<file path="config.mk">
export PLATFORM = sky130hd
export DESIGN_NAME = pipe_delay_line_flat
export DESIGN_NICKNAME = d
export VERILOG_FILES = /design/src/rtl/pipe_delay_line_if.sv /design/src/rtl/pipe_delay_line.sv /design/src/flat_wrapper.sv
export SDC_FILE = /design/constraint.sdc
export NUM_CORES = 1
export LEC_CHECK = 0
export ABC_AREA = 1
export BUFFER_PORTS_ARGS = -buffer_cell sky130_fd_sc_hd__buf_4
export CORE_UTILIZATION = 45
export DETAILED_ROUTE_END_ITERATION = 8
export GPL_ROUTABILITY_DRIVEN = 0
export HOLD_SLACK_MARGIN = 0.05
export PLACE_DENSITY = 0.7
export SLEW_MARGIN = 10
export SYNTH_ARGS = -nofsm -noshare
export SYNTH_HDL_FRONTEND = slang
export SYNTH_SLANG_ARGS = --single-unit
</file>
<file path="constraint.sdc">
create_clock -name clk -period 3.9 [get_ports clk]
set_clock_uncertainty 0.1 [all_clocks]
set_input_delay 0.78 -clock clk [delete_from_list [all_inputs] [get_ports clk]]
set_output_delay 0.78 -clock clk [all_outputs]
set_load 0.02 [all_outputs]
</file>
<file path="src/rtl/pipe_delay_line_if.sv">
// Bundle of the delay line's control, payload and status signals.
// Optional stall counter present when PIPE_DLY_STALL_CNT_EN is defined.
interface pipe_delay_line_if #(
  parameter int WIDTH = 32,
  parameter int DEPTH = 2
);
  localparam int OW = $clog2(DEPTH + 1);

  logic             stall;
  logic             flush;
  logic [DEPTH-1:0] kill;
  logic             in_valid;
  logic [WIDTH-1:0] in_data;
  logic             out_valid;
  logic [WIDTH-1:0] out_data;
  logic [OW-1:0]    occupancy;
  logic             busy;
`ifdef PIPE_DLY_STALL_CNT_EN
  logic [31:0]      stall_cycles;

  modport master (
    output stall, flush, kill,
    output in_valid, in_data,
    input  out_valid, out_data,
    input  occupancy, busy,
    input  stall_cycles
  );

  modport slave (
    input  stall, flush, kill,
    input  in_valid, in_data,
    output out_valid, out_data,
    output occupancy, busy,
    output stall_cycles
  );
`else
  modport master (
    output stall, flush, kill,
    output in_valid, in_data,
    input  out_valid, out_data,
    input  occupancy, busy
  );

  modport slave (
    input  stall, flush, kill,
    input  in_valid, in_data,
    output out_valid, out_data,
    output occupancy, busy
  );
`endif
endinterface

</file>
<file path="src/rtl/pipe_delay_line.sv">
// DEPTH-stage payload+valid delay line with stall, flush, per-stage kill.
// PIPE_DLY_STALL_CNT_EN adds a saturating stall_cycles counter.
module pipe_delay_line #(
  parameter int               WIDTH     = 32,
  parameter int               DEPTH     = 2,
  parameter logic [WIDTH-1:0] RESET_VAL = '0
) (
  input logic              clk,
  input logic              rst,
  pipe_delay_line_if.slave bus
);
  localparam int OW = $clog2(DEPTH + 1);

  logic             v_q [DEPTH];
  logic [WIDTH-1:0] d_q [DEPTH];
  logic             v_d [DEPTH];
  logic [WIDTH-1:0] d_d [DEPTH];
  logic [OW-1:0]    occ_q;
  logic [OW-1:0]    occ_d;
  logic [OW-1:0]    killed;
  logic             accepted;
  logic             leaving;

  // next stage contents: flush > stall(hold+kill) > shift(with kill)
  always_comb begin
    v_d = v_q;
    d_d = d_q;
    if (bus.flush) begin
      for (int k = 0; k < DEPTH; k++) begin
        v_d[k] = 1'b0;
        d_d[k] = RESET_VAL;
      end
    end else if (bus.stall) begin
      for (int k = 0; k < DEPTH; k++) begin
        if (bus.kill[k]) begin
          v_d[k] = 1'b0;
          d_d[k] = RESET_VAL;
        end
      end
    end else begin
      v_d[0] = bus.in_valid;
      d_d[0] = bus.in_valid ? bus.in_data : RESET_VAL;
      for (int k = 1; k < DEPTH; k++) begin
        if (bus.kill[k-1]) begin
          v_d[k] = 1'b0;
          d_d[k] = RESET_VAL;
        end else begin
          v_d[k] = v_q[k-1];
          d_d[k] = d_q[k-1];
        end
      end
    end
  end

  // incremental occupancy: add accepted, drop leaving and killed
  always_comb begin
    killed = '0;
    for (int k = 0; k < DEPTH; k++) begin
      killed = killed + OW'(bus.kill[k] & v_q[k]);
    end
    accepted = !bus.stall && bus.in_valid;
    leaving  = !bus.stall && v_q[DEPTH-1]
               && !bus.kill[DEPTH-1];
    if (bus.flush) begin
      occ_d = '0;
    end else begin
      occ_d = occ_q + OW'(accepted)
              - OW'(leaving) - killed;
    end
  end

  // stage and occupancy registers
  always_ff @(posedge clk) begin
    if (rst) begin
      for (int k = 0; k < DEPTH; k++) begin
        v_q[k] <= 1'b0;
        d_q[k] <= RESET_VAL;
      end
      occ_q <= '0;
    end else begin
      v_q   <= v_d;
      d_q   <= d_d;
      occ_q <= occ_d;
    end
  end

`ifdef PIPE_DLY_STALL_CNT_EN
  logic [31:0] stall_cnt_q;

  // saturating count of stalled edges; flush leaves it alone
  always_ff @(posedge clk) begin
    if (rst) begin
      stall_cnt_q <= '0;
    end else if (bus.stall && !bus.flush
                 && stall_cnt_q != 32'hFFFF_FFFF) begin
      stall_cnt_q <= stall_cnt_q + 32'd1;
    end
  end

  assign bus.stall_cycles = stall_cnt_q;
`endif

  assign bus.out_valid = v_q[DEPTH-1];
  assign bus.out_data  = d_q[DEPTH-1];
  assign bus.occupancy = occ_q;
  assign bus.busy      = (occ_q != '0);
endmodule

</file>
<file path="src/flat_wrapper.sv">
// flat-port wrapper written by rule: the top's interface ports become plain ports
module pipe_delay_line_flat 
#(
  parameter int               WIDTH     = 32,
  parameter int               DEPTH     = 2,
  parameter logic [WIDTH-1:0] RESET_VAL = '0
)
  (clk, rst, bus_stall, bus_flush, bus_kill, bus_in_valid, bus_in_data, bus_out_valid, bus_out_data, bus_occupancy, bus_busy);
  pipe_delay_line_if #(.WIDTH(WIDTH), .DEPTH(DEPTH)) bus_i ();
  input logic clk;
  input logic rst;
  input wire logic [$bits(bus_i.stall)-1:0] bus_stall;
  input wire logic [$bits(bus_i.flush)-1:0] bus_flush;
  input wire logic [$bits(bus_i.kill)-1:0] bus_kill;
  input wire logic [$bits(bus_i.in_valid)-1:0] bus_in_valid;
  input wire logic [$bits(bus_i.in_data)-1:0] bus_in_data;
  output wire logic [$bits(bus_i.out_valid)-1:0] bus_out_valid;
  output wire logic [$bits(bus_i.out_data)-1:0] bus_out_data;
  output wire logic [$bits(bus_i.occupancy)-1:0] bus_occupancy;
  output wire logic [$bits(bus_i.busy)-1:0] bus_busy;
  assign bus_i.stall = bus_stall;
  assign bus_i.flush = bus_flush;
  assign bus_i.kill = bus_kill;
  assign bus_i.in_valid = bus_in_valid;
  assign bus_i.in_data = bus_in_data;
  assign bus_out_valid = bus_i.out_valid;
  assign bus_out_data = bus_i.out_data;
  assign bus_occupancy = bus_i.occupancy;
  assign bus_busy = bus_i.busy;
  pipe_delay_line #(.WIDTH(WIDTH), .DEPTH(DEPTH), .RESET_VAL(RESET_VAL)) u_core (.clk(clk), .rst(rst), .bus(bus_i));
endmodule
</file>
# ---- Yosys cells after proc, flatten, opt, wreduce, memory -nomap -nowiden
# Cells that the tools add are included.
dict set report word_totals {
  ff_bits 68
  inputBits 39
  out_inout_bits 36
  word_cells 26
}
dict set report classes {
  n_addsub 4
  eq_ne 1
  muxes 7
  bitwise_logic 2
  reduce_logical 7
}
# operator n
set op_table {}
lappend op_table {{32-bit 2-to-1 mux} 3}
lappend op_table {{64-bit 2-to-1 mux} 1}
lappend op_table {{1-bit logical AND} 3}
lappend op_table {{2-bit by 1-bit adder with 2-bit output} 1}
lappend op_table {{2-bit adder} 1}
lappend op_table {{1-bit AND} 2}
lappend op_table {{1-bit zero test} 2}
lappend op_table {{1-bit 2-to-1 mux} 2}
lappend op_table {{2-bit 2-to-1 mux} 1}
lappend op_table {{2-bit by 1-bit != test with 1-bit output, second input constant} 1}
lappend op_table {{2-bit nonzero test} 1}
lappend op_table {{2-bit OR reduction} 1}
lappend op_table {{2-bit by 1-bit subtractor with 2-bit output} 1}
lappend op_table {{2-bit subtractor} 1}

# ---- Logic depth before layout (Yosys ltp)
dict set report logic_depth {
  word_depth 5
  mapped_depth 13
}

# ---- Worst setup path before layout
# Ideal clock, no wire load.
dict set report synth_timing {
  path_kind {in2reg}
  from {input bus_stall}
  to {register u_core.occ_q[1] (netlist: u_core.bus.occupancy[1])}
  setup_time_ns 0.132
  t_arrival_ns 2.206
  slack_ns 1.461
  path_stages 13
  path_buffers 2
  path_cell_list {buf_6 > inv_8 > buf_2 > nand2_1 > nor2_1 > fa_1 > inv_1 > ha_1 > inv_1 > nand2_1 > nand2_1 > nand2_1 > a21oi_1}
}
dict set report synth_between {
  elab_chain_len 5
}
# element line
set synth_lines {}
lappend synth_lines {{start: declaration} flat_wrapper.sv:12} ;# input wire logic [$bits(bus_i.stall)-1:0] bus_stall;
lappend synth_lines {{1-bit zero test (*)} {pipe_delay_line.sv:61, pipe_delay_line.sv:62}}
lappend synth_lines {{1-bit logical AND (on tied branches)} {pipe_delay_line.sv:61, pipe_delay_line.sv:62}}
lappend synth_lines {{2-bit by 1-bit adder with 2-bit output or 1-bit logical AND (tied branches)} {pipe_delay_line.sv:67, pipe_delay_line.sv:63}}
lappend synth_lines {{2-bit by 1-bit subtractor with 2-bit output (*)} pipe_delay_line.sv:68} ;# - OW'(leaving) - killed;
lappend synth_lines {{2-bit subtractor (*)} pipe_delay_line.sv:68}
lappend synth_lines {{end signal: assignment} pipe_delay_line.sv:79} ;# occ_q <= '0;
lappend synth_lines {{end signal: assignment} pipe_delay_line.sv:83} ;# occ_q <= occ_d;
lappend synth_lines {{end: declaration} pipe_delay_line.sv:18} ;# logic [OW-1:0] occ_q;
# Mark *: on every way between the ends. The rest lies on a longest branch, timed or not.
# A chain may end at the register's enable or synchronous reset.

# ---- Worst setup path after layout
# Same ends and word-level chain as after synthesis.

==> impl_metrics.json <==
{
  "status": "complete, no violations",
  "synthTopCellsByArea": "dfxtp_1 47%, a21oi_1 12%, nand3_1 11%",
  "synth_edf_count": 0,
  "ys_ff_latch": 68,
  "fin_tns_setup_ps": 0,
  "grt_pass1_wl_mm": 9.57,
  "yosysTopAreaCellShare_pct": 47.1,
  "clkLatencyLatePin_ps": 340,
  "fin_crit_sh_pct": 61.7,
  "synth_top_cell_by_area": "dfxtp_1",
  "num_vias": 2342,
  "numPortBuffers": 74,
  "start_util_pct": 47.6,
  "cts_buffer_depth": 2,
  "final_common_cell": "nand2_1",
  "worst-setup-path-type": "in2reg",
  "p_comb_share_pct": 7.3,
  "fillers": 607,
  "cellInternalPower_uw": 1070,
  "syn_nets": 405,
  "multi_input_area_mm2": 0.00107,
  "maxCapViolCount": 0,
  "async_flop_share_pct": 0,
  "pin_count": 75,
  "fp.dieArea_mm2": 0.00674,
  "antenna_found_initial": 0,
  "setup_viol": 0,
  "grt_pass1_vias": 2079,
  "cp-end-kind": "flop",
  "drtIter0Drc": 131,
  "finalPower_uw": 1390,
  "critical-path-top-cell-by-count": "nand2_1",
  "swShare_pct": 23.3,
  "cts_tree": "done",
  "htreeDepth": 3,
  "grt_use_total_pct": 18.9,
  "dp_hpwl_mm": 3.72,
  "p_seq_share_pct": 50.8,
  "cts.sink_count": 68,
  "fin_nets": 431,
  "drc": 0,
  "critPathSlowestCell": "fa_1",
  "startpoint_type": "primary input",
  "worstPathCellList": "buf_4 -> inv_8 -> nand2_1 -> nor2_1 -> fa_1 -> inv_1 -> ha_1 -> inv_1 -> nand2_1 -> nand2_1 -> nand2_1 -> a21oi_1",
  "hold_viol_final": 0,
  "seq_area_frac_synth_pct": 47.1,
  "rsz0062_at_grt": "no",
  "vias_per_cell": 4.99,
  "row_count": 28,
  "postCtsHoldBufs": 0,
  "cp_data_required_time_ps": 4060,
  "drive_gt1_share_pct": 24.6,
  "power_switching_uw": 324,
  "power_density_mw_per_mm2": 417,
  "slew_violations": 0,
  "worst-path-buf-inv": 4,
  "layout_common_cells": "82 x nand2_1, 74 x buf_4, 68 x dfxtp_1",
  "grt-ovfl-total": 0,
  "crit_fanout": 36,
  "clock_power_share_pct": 42.0,
  "irDropWorstVdd_v": 0.000239,
  "firstDrtPassIters": 4,
  "syn_area_per_cell_um2": 7.96,
  "min_period_ps": 2410,
  "cts_setup_buffers": 0,
  "synth_cell_type_count": 18,
  "synth.cell_area_mm2": 0.00289,
  "critical_path_arrival_ps": 2560,
  "fmax_mhz": 416,
  "cts_buffers": 9,
  "yosysWarnings": 0,
  "diodes": 0,
  "synthCells": 363,
  "routedWlPerCell_um": 12.8,
  "slew_headroom_pct": 27.8,
  "die_w_um": 82.1,
  "root_buffer": "clkbuf_8",
  "slowest_delay_ps": 500,
  "crit_family": "adder cells",
  "hold_path.class": "reg2reg",
  "synthToLayoutAreaGrowth_pct": 15.4,
  "register_area_mm2": 0.00136,
  "synth_ff_type": "dfxtp_1",
  "drt-total-wl_mm": 6.03,
  "p_leak_uw": 0.00130,
  "cts.clk_slew.worst_paths_ps": 70,
  "grt_max_degree": 69,
  "tightest_slew_ps": 1080,
  "design.core.area_mm2": 0.00606,
  "drtAntennaViolNets": 0,
  "cts.repair.resized": 0,
  "die_h_um": 82.1
}
state kept, by name, summed over array words and instances (netlist names):
register,cells
u_core.bus.out_data,32
u_core.d_q,32
u_core.bus.occupancy,2
u_core.bus.out_valid,1
u_core.v_q,1
final timing paths:
path	start	cells past startpoint	slack (ps)	end
setup / recovery	bus_stall	12	1490	u_core.bus.occupancy[1]$_SDFF_PP0_
hold / removal	u_core.bus.out_data[22]$_SDFFE_PP0P_	2	360	u_core.bus.out_data[22]$_SDFFE_PP0P_
setup reg to reg	u_core.bus.out_valid$_SDFFE_PP0P_	11	1800	u_core.bus.occupancy[1]$_SDFF_PP0_
hold reg to reg	u_core.bus.out_data[22]$_SDFFE_PP0P_	2	360	u_core.bus.out_data[22]$_SDFFE_PP0P_
area by class of cell:
class / count / share of cell area (%)
repair buffers: 74 / 16.7
inverters: 12 / 1.61
well taps: 75 / 2.82
flip-flops and latches: 68 / 40.8
clock inverters: 5 / 1.50
clock buffers: 11 / 4.54
multi-input cells: 224 / 32.0
stage by stage:
step	utilization, %	instances	setup WS (ps)	cell area [um2]	hold WS, ps
2_1_floorplan	-	363	1460	2890	339
3_3_place_gp	51.7	453	1220	3130	352
3_5_place_dp	51.7	453	1140	3130	353
4_1_cts	55.0	469	1500	3330	364
5_1_grt	55.0	469	1420	3330	379
6_report	55.0	469	1490	3330	361
worst reg2reg max path: cells and delay by family (launching register included):
family,cells,cell delay (ps)
simple gates,4,220
compound gates,1,130
flops,1,400
buf+inv,3,180
fa+ha+maj,3,970
routing by layer:
metal / GRT usage [%] / routed length, um / vias to the layer above
met5: 0 / 0 / -
met4: 7.89 / 79 / 0
met3: 4.95 / 277 / 6
met2: 30.2 / 2870 / 50
met1: 24.2 / 2800 / 1072
li1: - / - / 1214
cells in the mapped netlist (2+ instances only):
cell and n:
nand2_1 82, dfxtp_1 68, a21oi_1 67, nand3_1 66, buf_4 37, buf_2 12
inv_1 9, clkbuf_1 6, buf_6 4, nor2_1 3, ha_1 2
power groups by stage:
stage	registers, uW	clock network (uW)	logic, uW
floorplan	722	0	65.9
global placement	722	0	101
detailed placement	722	0	102
CTS	706	598	103
global route	706	627	112
finish	706	584	101
cell families after synthesis:
family                   after synthesis  synth area share [%]
adder cells (fa/ha/maj)                3                  1.56
buffers and inverters                 71                  15.9
AO/OA/AOI/OAI                         67                  11.6
flip-flops                            68                  47.1
AND/OR/NAND/NOR                      154                  23.8
No activity file was read; power rests on OpenSTA's default activity.
